--- src/rtl/note_sequencer_if.sv ---
// ---------------------------------------------------------------------------
// note_sequencer_if
//   Bundles the signals that pass between the note sequencer, its host and
//   the 128-entry note recorder.
//
//   Host command side : cmd_valid, cmd_ready, cmd_op, cmd_note, cmd_start,
//                       cmd_len, tempo, abort, busy
//   Recorder side     : rec_op, rec_note, rec_query (sequencer drives),
//                       rec_note_out, rec_count (recorder returns)
//   Result side       : play_valid, play_note, play_idx, play_done,
//                       cnt_valid, cnt_value
//
//   modport slave  : the sequencer's view
//   modport master : the environment's view (host plus recorder)
// ---------------------------------------------------------------------------
interface note_sequencer_if #(
   parameter int TEMPO_W = 8
);
   logic               cmd_valid;
   logic               cmd_ready;
   logic [1:0]         cmd_op;
   logic [2:0]         cmd_note;
   logic [6:0]         cmd_start;
   logic [7:0]         cmd_len;
   logic [TEMPO_W-1:0] tempo;
   logic               abort;
   logic               busy;

   logic [1:0]         rec_op;
   logic [2:0]         rec_note;
   logic [6:0]         rec_query;
   logic [2:0]         rec_note_out;
   logic [7:0]         rec_count;

   logic               play_valid;
   logic [2:0]         play_note;
   logic [6:0]         play_idx;
   logic               play_done;
   logic               cnt_valid;
   logic [7:0]         cnt_value;

   modport slave (
      input  cmd_valid, cmd_op, cmd_note, cmd_start, cmd_len, tempo, abort,
      input  rec_note_out, rec_count,
      output cmd_ready, busy, rec_op, rec_note, rec_query,
      output play_valid, play_note, play_idx, play_done, cnt_valid, cnt_value
   );

   modport master (
      output cmd_valid, cmd_op, cmd_note, cmd_start, cmd_len, tempo, abort,
      output rec_note_out, rec_count,
      input  cmd_ready, busy, rec_op, rec_note, rec_query,
      input  play_valid, play_note, play_idx, play_done, cnt_valid, cnt_value
   );
endinterface

--- src/rtl/note_sequencer.sv ---
// ---------------------------------------------------------------------------
// note_sequencer
//   Host-facing controller for a 128-entry note recorder. Accepts one command
//   at a time while idle:
//     cmd_op 00 record : one recorder write of cmd_note
//     cmd_op 01 play   : read cmd_len notes starting at cmd_start, emitting a
//                        one-cycle play_valid strobe per note, with
//                        max(tempo,1) wait cycles between notes
//     cmd_op 10 count  : ask the recorder how many entries hold cmd_note
//     cmd_op 11        : endless loop-play when NOTE_SEQ_LOOP_EN is defined,
//                        otherwise accepted and dropped
//   abort ends a play/loop-play through DONE (one-cycle play_done).
//
//   Ports:
//     clk   : rising-edge clock
//     reset : asynchronous, active-low reset
//     bus   : note_sequencer_if.slave (command, recorder and result signals)
//
//   Build option: define NOTE_SEQ_LOOP_EN to enable loop-play on cmd_op 11.
//
//   Recorder op encoding: 00 write, 01 read, 10 hold, 11 count.
// ---------------------------------------------------------------------------
module note_sequencer #(
   parameter int TEMPO_W = 8
) (
   input logic               clk,
   input logic               reset,
   note_sequencer_if.slave   bus
);

   typedef enum logic [2:0] {
      S_IDLE,
      S_REC,
      S_PLAY_RD,
      S_PLAY_CAP,
      S_PLAY_WAIT,
      S_CNT_ISSUE,
      S_CNT_CAP,
      S_DONE
   } state_t;

   localparam logic [1:0] CMD_REC   = 2'b00;
   localparam logic [1:0] CMD_PLAY  = 2'b01;
   localparam logic [1:0] CMD_COUNT = 2'b10;
   localparam logic [1:0] CMD_LOOP  = 2'b11;

   localparam logic [1:0] REC_WRITE = 2'b00;
   localparam logic [1:0] REC_READ  = 2'b01;
   localparam logic [1:0] REC_HOLD  = 2'b10;
   localparam logic [1:0] REC_COUNT = 2'b11;

   localparam logic [TEMPO_W-1:0] WAIT_ONE = TEMPO_W'(1);

   state_t             state;
   logic [6:0]         idx_q;     // buffer index of the note being fetched
   logic [7:0]         remain_q;  // strobes still owed for a bounded play
   logic [TEMPO_W-1:0] tempo_q;   // max(tempo,1), latched at acceptance
   logic [TEMPO_W-1:0] wait_q;    // cycles left in PLAY_WAIT
   logic               loop_q;    // current play ignores cmd_len

   assign bus.cmd_ready = (state == S_IDLE);
   assign bus.busy      = (state != S_IDLE);

   // NOTE: all state here is sequential, so every assignment is non-blocking;
   // a blocking assignment would let later statements see the new value
   // within the same edge and break the register timing.
   always_ff @(posedge clk or negedge reset) begin
      if (!reset) begin
         state          <= S_IDLE;
         idx_q          <= '0;
         remain_q       <= '0;
         tempo_q        <= WAIT_ONE;
         wait_q         <= WAIT_ONE;
         loop_q         <= 1'b0;
         bus.rec_op     <= REC_HOLD;
         bus.rec_note   <= '0;
         bus.rec_query  <= '0;
         bus.play_valid <= 1'b0;
         bus.play_note  <= '0;
         bus.play_idx   <= '0;
         bus.play_done  <= 1'b0;
         bus.cnt_valid  <= 1'b0;
         bus.cnt_value  <= '0;
      end else begin
         // NOTE: pulses and the recorder op fall back to their idle values
         // every edge; the state cases below only override when active.
         bus.play_valid <= 1'b0;
         bus.play_done  <= 1'b0;
         bus.cnt_valid  <= 1'b0;
         bus.rec_op     <= REC_HOLD;

         case (state)
            S_IDLE: begin
               if (bus.cmd_valid) begin
                  case (bus.cmd_op)
                     CMD_REC: begin
                        bus.rec_op   <= REC_WRITE;
                        bus.rec_note <= bus.cmd_note;
                        state        <= S_REC;
                     end
                     CMD_PLAY: begin
                        loop_q   <= 1'b0;
                        idx_q    <= bus.cmd_start;
                        remain_q <= bus.cmd_len;
                        tempo_q  <= (bus.tempo == '0) ? WAIT_ONE : bus.tempo;
                        if (bus.cmd_len == 8'd0) begin
                           bus.play_done <= 1'b1;
                           state         <= S_DONE;
                        end else begin
                           bus.rec_op    <= REC_READ;
                           bus.rec_query <= bus.cmd_start;
                           state         <= S_PLAY_RD;
                        end
                     end
                     CMD_COUNT: begin
                        bus.rec_op    <= REC_COUNT;
                        bus.rec_query <= {4'b0000, bus.cmd_note};
                        state         <= S_CNT_ISSUE;
                     end
                     CMD_LOOP: begin
`ifdef NOTE_SEQ_LOOP_EN
                        loop_q        <= 1'b1;
                        idx_q         <= bus.cmd_start;
                        tempo_q       <= (bus.tempo == '0) ? WAIT_ONE : bus.tempo;
                        bus.rec_op    <= REC_READ;
                        bus.rec_query <= bus.cmd_start;
                        state         <= S_PLAY_RD;
`else
                        // Accepted and dropped: stay idle, recorder untouched.
                        loop_q <= 1'b0;
`endif
                     end
                  endcase
               end
            end

            S_REC: state <= S_IDLE;

            S_PLAY_RD: begin
               if (bus.abort) begin
                  bus.play_done <= 1'b1;
                  state         <= S_DONE;
               end else begin
                  state <= S_PLAY_CAP;
               end
            end

            S_PLAY_CAP: begin
               if (bus.abort) begin
                  bus.play_done <= 1'b1;
                  state         <= S_DONE;
               end else begin
                  bus.play_valid <= 1'b1;
                  bus.play_note  <= bus.rec_note_out;
                  bus.play_idx   <= idx_q;
                  if (!loop_q) remain_q <= remain_q - 8'd1;
                  // After the final strobe wait a single cycle so play_done
                  // lands directly behind it instead of a full tempo later.
                  wait_q <= (!loop_q && remain_q == 8'd1) ? WAIT_ONE : tempo_q;
                  state  <= S_PLAY_WAIT;
               end
            end

            S_PLAY_WAIT: begin
               if (bus.abort) begin
                  bus.play_done <= 1'b1;
                  state         <= S_DONE;
               end else if (wait_q == WAIT_ONE) begin
                  if (!loop_q && remain_q == 8'd0) begin
                     bus.play_done <= 1'b1;
                     state         <= S_DONE;
                  end else begin
                     // 7-bit index rolls 127 -> 0 on its own.
                     idx_q         <= idx_q + 7'd1;
                     bus.rec_op    <= REC_READ;
                     bus.rec_query <= idx_q + 7'd1;
                     state         <= S_PLAY_RD;
                  end
               end else begin
                  wait_q <= wait_q - WAIT_ONE;
               end
            end

            S_CNT_ISSUE: state <= S_CNT_CAP;

            S_CNT_CAP: begin
               bus.cnt_value <= bus.rec_count;
               bus.cnt_valid <= 1'b1;
               state         <= S_IDLE;
            end

            S_DONE: state <= S_IDLE;

            default: state <= S_IDLE;
         endcase
      end
   end

endmodule

--- src/flat_wrapper.sv ---
// flat-port wrapper written by rule: the top's interface ports become plain ports
module note_sequencer_flat 
#(
   parameter int TEMPO_W = 8
)
  (clk, reset, bus_cmd_valid, bus_cmd_op, bus_cmd_note, bus_cmd_start, bus_cmd_len, bus_tempo, bus_abort, bus_rec_note_out, bus_rec_count, bus_cmd_ready, bus_busy, bus_rec_op, bus_rec_note, bus_rec_query, bus_play_valid, bus_play_note, bus_play_idx, bus_play_done, bus_cnt_valid, bus_cnt_value);
  note_sequencer_if #(.TEMPO_W(TEMPO_W)) bus_i ();
  input logic clk;
  input logic reset;
  input wire logic [$bits(bus_i.cmd_valid)-1:0] bus_cmd_valid;
  input wire logic [$bits(bus_i.cmd_op)-1:0] bus_cmd_op;
  input wire logic [$bits(bus_i.cmd_note)-1:0] bus_cmd_note;
  input wire logic [$bits(bus_i.cmd_start)-1:0] bus_cmd_start;
  input wire logic [$bits(bus_i.cmd_len)-1:0] bus_cmd_len;
  input wire logic [$bits(bus_i.tempo)-1:0] bus_tempo;
  input wire logic [$bits(bus_i.abort)-1:0] bus_abort;
  input wire logic [$bits(bus_i.rec_note_out)-1:0] bus_rec_note_out;
  input wire logic [$bits(bus_i.rec_count)-1:0] bus_rec_count;
  output wire logic [$bits(bus_i.cmd_ready)-1:0] bus_cmd_ready;
  output wire logic [$bits(bus_i.busy)-1:0] bus_busy;
  output wire logic [$bits(bus_i.rec_op)-1:0] bus_rec_op;
  output wire logic [$bits(bus_i.rec_note)-1:0] bus_rec_note;
  output wire logic [$bits(bus_i.rec_query)-1:0] bus_rec_query;
  output wire logic [$bits(bus_i.play_valid)-1:0] bus_play_valid;
  output wire logic [$bits(bus_i.play_note)-1:0] bus_play_note;
  output wire logic [$bits(bus_i.play_idx)-1:0] bus_play_idx;
  output wire logic [$bits(bus_i.play_done)-1:0] bus_play_done;
  output wire logic [$bits(bus_i.cnt_valid)-1:0] bus_cnt_valid;
  output wire logic [$bits(bus_i.cnt_value)-1:0] bus_cnt_value;
  assign bus_i.cmd_valid = bus_cmd_valid;
  assign bus_i.cmd_op = bus_cmd_op;
  assign bus_i.cmd_note = bus_cmd_note;
  assign bus_i.cmd_start = bus_cmd_start;
  assign bus_i.cmd_len = bus_cmd_len;
  assign bus_i.tempo = bus_tempo;
  assign bus_i.abort = bus_abort;
  assign bus_i.rec_note_out = bus_rec_note_out;
  assign bus_i.rec_count = bus_rec_count;
  assign bus_cmd_ready = bus_i.cmd_ready;
  assign bus_busy = bus_i.busy;
  assign bus_rec_op = bus_i.rec_op;
  assign bus_rec_note = bus_i.rec_note;
  assign bus_rec_query = bus_i.rec_query;
  assign bus_play_valid = bus_i.play_valid;
  assign bus_play_note = bus_i.play_note;
  assign bus_play_idx = bus_i.play_idx;
  assign bus_play_done = bus_i.play_done;
  assign bus_cnt_valid = bus_i.cnt_valid;
  assign bus_cnt_value = bus_i.cnt_value;
  note_sequencer #(.TEMPO_W(TEMPO_W)) u_core (.clk(clk), .reset(reset), .bus(bus_i));
endmodule
--- config.mk ---
export PLATFORM = sky130hd
export DESIGN_NAME = note_sequencer_flat
export DESIGN_NICKNAME = d
export VERILOG_FILES = /design/src/rtl/note_sequencer_if.sv /design/src/rtl/note_sequencer.sv /design/src/flat_wrapper.sv
export SDC_FILE = /design/constraint.sdc
export NUM_CORES = 1
export LEC_CHECK = 0
export CAP_MARGIN = 20
export CORE_ASPECT_RATIO = 0.75
export CORE_UTILIZATION = 53
export DETAILED_ROUTE_END_ITERATION = 10
export PLACE_DENSITY = 0.84
export SKIP_CTS_REPAIR_TIMING = 1
export SLEW_MARGIN = 20
export SYNTH_ARGS = -nofsm -noshare
export SYNTH_HDL_FRONTEND = slang
export SYNTH_SLANG_ARGS = --single-unit
--- constraint.sdc ---
create_clock -name clk -period 4.7 [get_ports clk]
set_input_delay 0.94 -clock clk [delete_from_list [all_inputs] [get_ports clk]]
set_output_delay 0.94 -clock clk [all_outputs]
set_load 0.01 [all_outputs]
---- Word level (Yosys, flattened, before mapping) ----
Cells that the tools add are included.
storage, ports and cells
  output and inout bits ................... 35
  register bits after elaboration ......... 67
  bits of input ports ..................... 43
operators by class
  bitwise operators ....................... 1
  add/subtract/negate cells ............... 3
  reduce and logical (&&, ||, !) cells .... 19
  equality and inequality tests ........... 22
  mux-type cells .......................... 47
operators with widths
  kind                                                                number
  8-bit 2-to-1 mux                                                    8
  7-bit 2-to-1 mux                                                    7
  7-bit case mux with 2 select lines                                  3
  8-bit case mux with 2 select lines                                  2
  8-bit logical NOT                                                   3
  3-bit 2-to-1 mux                                                    6
  3-bit case mux with 6 select lines                                  1
  8-bit by 1-bit == test with 1-bit output, second input constant     2
  8-bit by 1-bit subtractor with 8-bit output, second input constant  2
  3-bit == test, second input constant                                4
  2-bit 2-to-1 mux                                                    6
  1-bit 2-to-1 mux                                                    10
  2-bit != test, second input constant                                5
  3-bit case mux with 3 select lines                                  1
  3-bit AND reduction                                                 3
  4-bit AND reduction                                                 2
  7-bit by 1-bit adder with 7-bit output, second input constant       1
  7-bit AND reduction                                                 1
  3-bit by 2-bit == test with 1-bit output, second input constant     2
  2-bit case mux with 3 select lines                                  1
  6-bit AND reduction                                                 1
  2-bit nonzero test                                                  3
  2-bit by 1-bit != test with 1-bit output, second input constant     2
  4-bit by 1-bit != test with 1-bit output, second input constant     1
  other kinds (15)                                                    15

---- Depth between registers and ports, before layout ----
  depth after elaboration ................. 5
  gate-level depth with buffers ........... 8
  mapped depth without buffers ............ 7

---- Worst setup path before layout ----
No wires, ideal clock.
  path type ............................... input to register
  start ................................... in bus_cmd_op[1]
  end ..................................... reg u_core.remain_q[6]
  arrival ................................. 2.194 ns
  library setup time ...................... 0.129 ns
  data required time ...................... 4.571 ns
  stages on the path ...................... 8
  path slack .............................. 2.377 ns
  path through ............................ inv_1 > ha_1 > clkbuf_1 > nor4b_1 > o22ai_1 > buf_2 > o21ai_0 > o21ai_0
between the ends
  cells in the longest elaborated chain, start to end .. 3
ends and longest elaborated chain
  element                                             RTL line               text
  from (decl)                                         flat_wrapper.sv:11     input wire logic [$bits(bus_i.cmd_op)-1:0] bus_cmd_op;
  2-bit by 1-bit == test with 1-bit output            note_sequencer.sv:95   case (bus.cmd_op)
  2-bit by 1-bit != test with 1-bit output (no line)  -
  4-bit AND reduction (no line)                       -
  to (signal assigned)                                note_sequencer.sv:104  remain_q <= bus.cmd_len;
  to (signal assigned)                                note_sequencer.sv:156  if (!loop_q) remain_q <= remain_q - 8'd1;
  to (decl)                                           note_sequencer.sv:56   logic [7:0] remain_q;
Every way passes these cells.
A chain may end at the register's enable or synchronous reset.

---- Final worst setup path ----
  start ................................... reg u_core.state[1]
  end ..................................... out bus_busy
between the ends
  cells in the longest elaborated chain, start to end .. 1
ends and longest elaborated chain
  element                 RTL line               text
  from (decl)             note_sequencer.sv:54   state_t state;
  from (signal assigned)  note_sequencer.sv:69   state <= S_IDLE;
  from (signal assigned)  note_sequencer.sv:99   state <= S_REC;
  from (signal assigned)  note_sequencer.sv:108  state <= S_DONE;
  3-bit nonzero test      note_sequencer.sv:62   assign bus.busy = (state != S_IDLE);
  to (decl)               flat_wrapper.sv:20     output wire logic [$bits(bus_i.busy)-1:0] bus_busy;
Every way passes these cells.

==> results.cfg <==
[yosys]
syn_nets = 407
mappedNetlistArea_um2 = 3510
synth_cell_types = 50
netlist_top_cells_area = dfrtp_1, mux2_2, o21ai_0, nand2_1, a21oi_1
yosys.area.top_type = dfrtp_1
synth_enable_flop_cells = 0
syn_avg_cell_area_um2 = 9.92
synth-seq-cells = 67
ys_warn_count = 0
postSynthCellCount = 354
ys.flop_type = dfrtp_1
yosys-top-cells-count = dfrtp_1, nand2_1, o21ai_0
synth_most_common_cell = dfrtp_1
synth_top_area_share_pct = 45.6
async_flop_share_pct = 100
yosysSeqAreaShare_pct = 47.8

[detailed_routing]
drc = 0
num_vias = 2983
drt_wl_total_mm = 8.13
drt-pass1-iter-count = 5
viasPerCell = 5.80
drtIter0Drc = 220
antenna_left = 0
avgRoutedWirePerCell_um = 15.8

[global_route]
grt_pass1_wl_mm = 13.5
first_global_vias = 2851
gr-total-overflow = 0
antenna_found_initial = 0
grt_max_degree = 37
track_usage_pct = 25.7

[floorplanning]
die_w_um = 96.0
rows = 25
start_util_pct = 55.3
core_area_um2 = 6350
fp.dieArea_um2 = 6960
io_pins = 78
die_h_um = 72.5

[clocking]
insertion_delay_ps = 340
ctsHtreeMaxLevel = 3
cts_tree = done
numCtsBuffers = 9
clk_pin_slew_ps = 70
clkSinkCount = 67
cts_root_buffer = clkbuf_8
clk_path_buf_depth = 2

[timing]
clock_skew_ps = 5.06
tightestPinTransition_ps = 959
finalSetupTns_ps = 0
max_freq_ghz = 0.342
hold_viol = 0
finalCriticalPeriod_ps = 2920
whs_ps = 476
drv_slew = 0
timing.final.ws_setup_ps = 1780
timing.final.crit_share_pct = 62.1
relSlewSlack_pct = 35.6
setup_viol = 0
rsz0062_at_grt = no

[worst_setup_path]
crit_path_end_kind = primary output
rr_endpoint = u_core.bus.rec_query[5]
cp_data_arrival_time_ps = 1980
critical_path_peak_fanout = 14
ff2ff_path_depth = 6
path_class = register to primary output
crit_required_ps = 3760
regToRegSetupSlack_ps = 2350
startpoint_type = register
r2r-start = u_core.state[1]

[placement]
post-place-ws_ps = 1370
finalWeightedCongestion = 0.876
io_buffer_count = 77
place_inst = 498
hpwlAfterDp_mm = 5.91

[worst_hold_path]
hp-class = register to register
whs_endpoint = u_core.bus.cnt_value[2]
min_from = u_core.bus.cnt_value[2]
hold_depth = 2

[final_layout]
syn_to_final_growth_pct = 29.9
drive_gt1_share_pct = 14.8
layoutNonFillerInstCount = 514
num-fill-cells = 483
nets = 481
final_core_utilization_pct = 71.9
antenna_cells = 0

[power]
power_leakage_nw = 1.93
ir_drop_mv = 0.311
power_density_nw_per_um2 = 614

[run_status]
outcome = complete, no violations

[flow_run]
cap_violations = 0
[routing by layer]
metal  wire (µm)  global-route usage [%]  up-vias
met5           0                       0        -
met4         127                    9.78        0
met3         526                    7.55       16
met2        3970                    40.6      108
met1        3510                    33.4     1435
li1            -                       -     1424
[worst max-delay path by stage]
stage / to / start
final: bus_busy / u_core.state[1]
after global routing: bus_busy / u_core.state[1]
after CTS: u_core.remain_q[0] / bus_abort
after detailed placement: u_core.remain_q[0] / bus_abort
after global placement: u_core.remain_q[0] / bus_abort
after floorplan: u_core.remain_q[6] / bus_cmd_op[1]
[registers in the layout, summed over array words and instances, names as in the netlist, 7 cells and up]
signal	count
u_core.remain_q	8
u_core.bus.cnt_value	8
u_core.bus.play_idx	7
u_core.wait_q	8
u_core.idx_q	7
u_core.bus.rec_query	7
u_core.tempo_q	8
[cell type report]
type | instances | area [µm²] | area share (%)
Timing Repair Buffer | 79 | 781 | 17.1
Clock inverter | 6 | 87.6 | 1.92
Clock buffer | 10 | 138 | 3.02
Inverter | 13 | 48.8 | 1.07
Sequential cell | 67 | 1680 | 36.8
Multi-Input combinational cell | 258 | 1730 | 37.8
Tap cell | 81 | 101 | 2.22
[cell usage in the layout (no fill, tap or decap), types with 5 or more instances in the layout]
cell type,count
dfrtp_1,64
clkdlybuf4s50_1,76
nand3_1,9
a211oi_1,6
o21ai_0,36
nor3_1,10
xor2_1,5
mux2_2,32
a21oi_1,26
inv_1,12
clkbuf_8,10
nor2_1,18
ha_1,10
nor4_1,6
nand3b_1,6
nand2_1,44
[critical path, cell delays in order (launching register included)]
cell             delay (ps)
dfrtp_1                 560
nor3_4                  390
inv_1                   180
clkdlybuf4s50_1         510
[where the power goes]
group | internal (mW) | switching, mW
clock | 0.314 | 0.226
combinational | 0.608 | 0.564
sequential | 0.849 | 0.241
[through the flow]
stage	power, mW	area, µm²
final	2.80	4560
after global routing	3.00	4560
after CTS	2.81	4550
after detailed placement	2.26	4330
after global placement	2.20	4330
after floorplan	1.76	3510
[cells by family (layout without fill, tap and decap cells)]
kind of cell / count (synthesis) / after routing / share of synthesized area, %
buf+inv: 29 / 108 / 3.35
compound gates: 92 / 92 / 16.0
mux: 34 / 34 / 10.8
flops: 67 / 67 / 47.8
xor+xnor: 5 / 5 / 1.25
simple gates: 117 / 117 / 17.2
fa+ha+maj: 10 / 10 / 3.56
No activity file was read; power rests on OpenSTA's default activity.
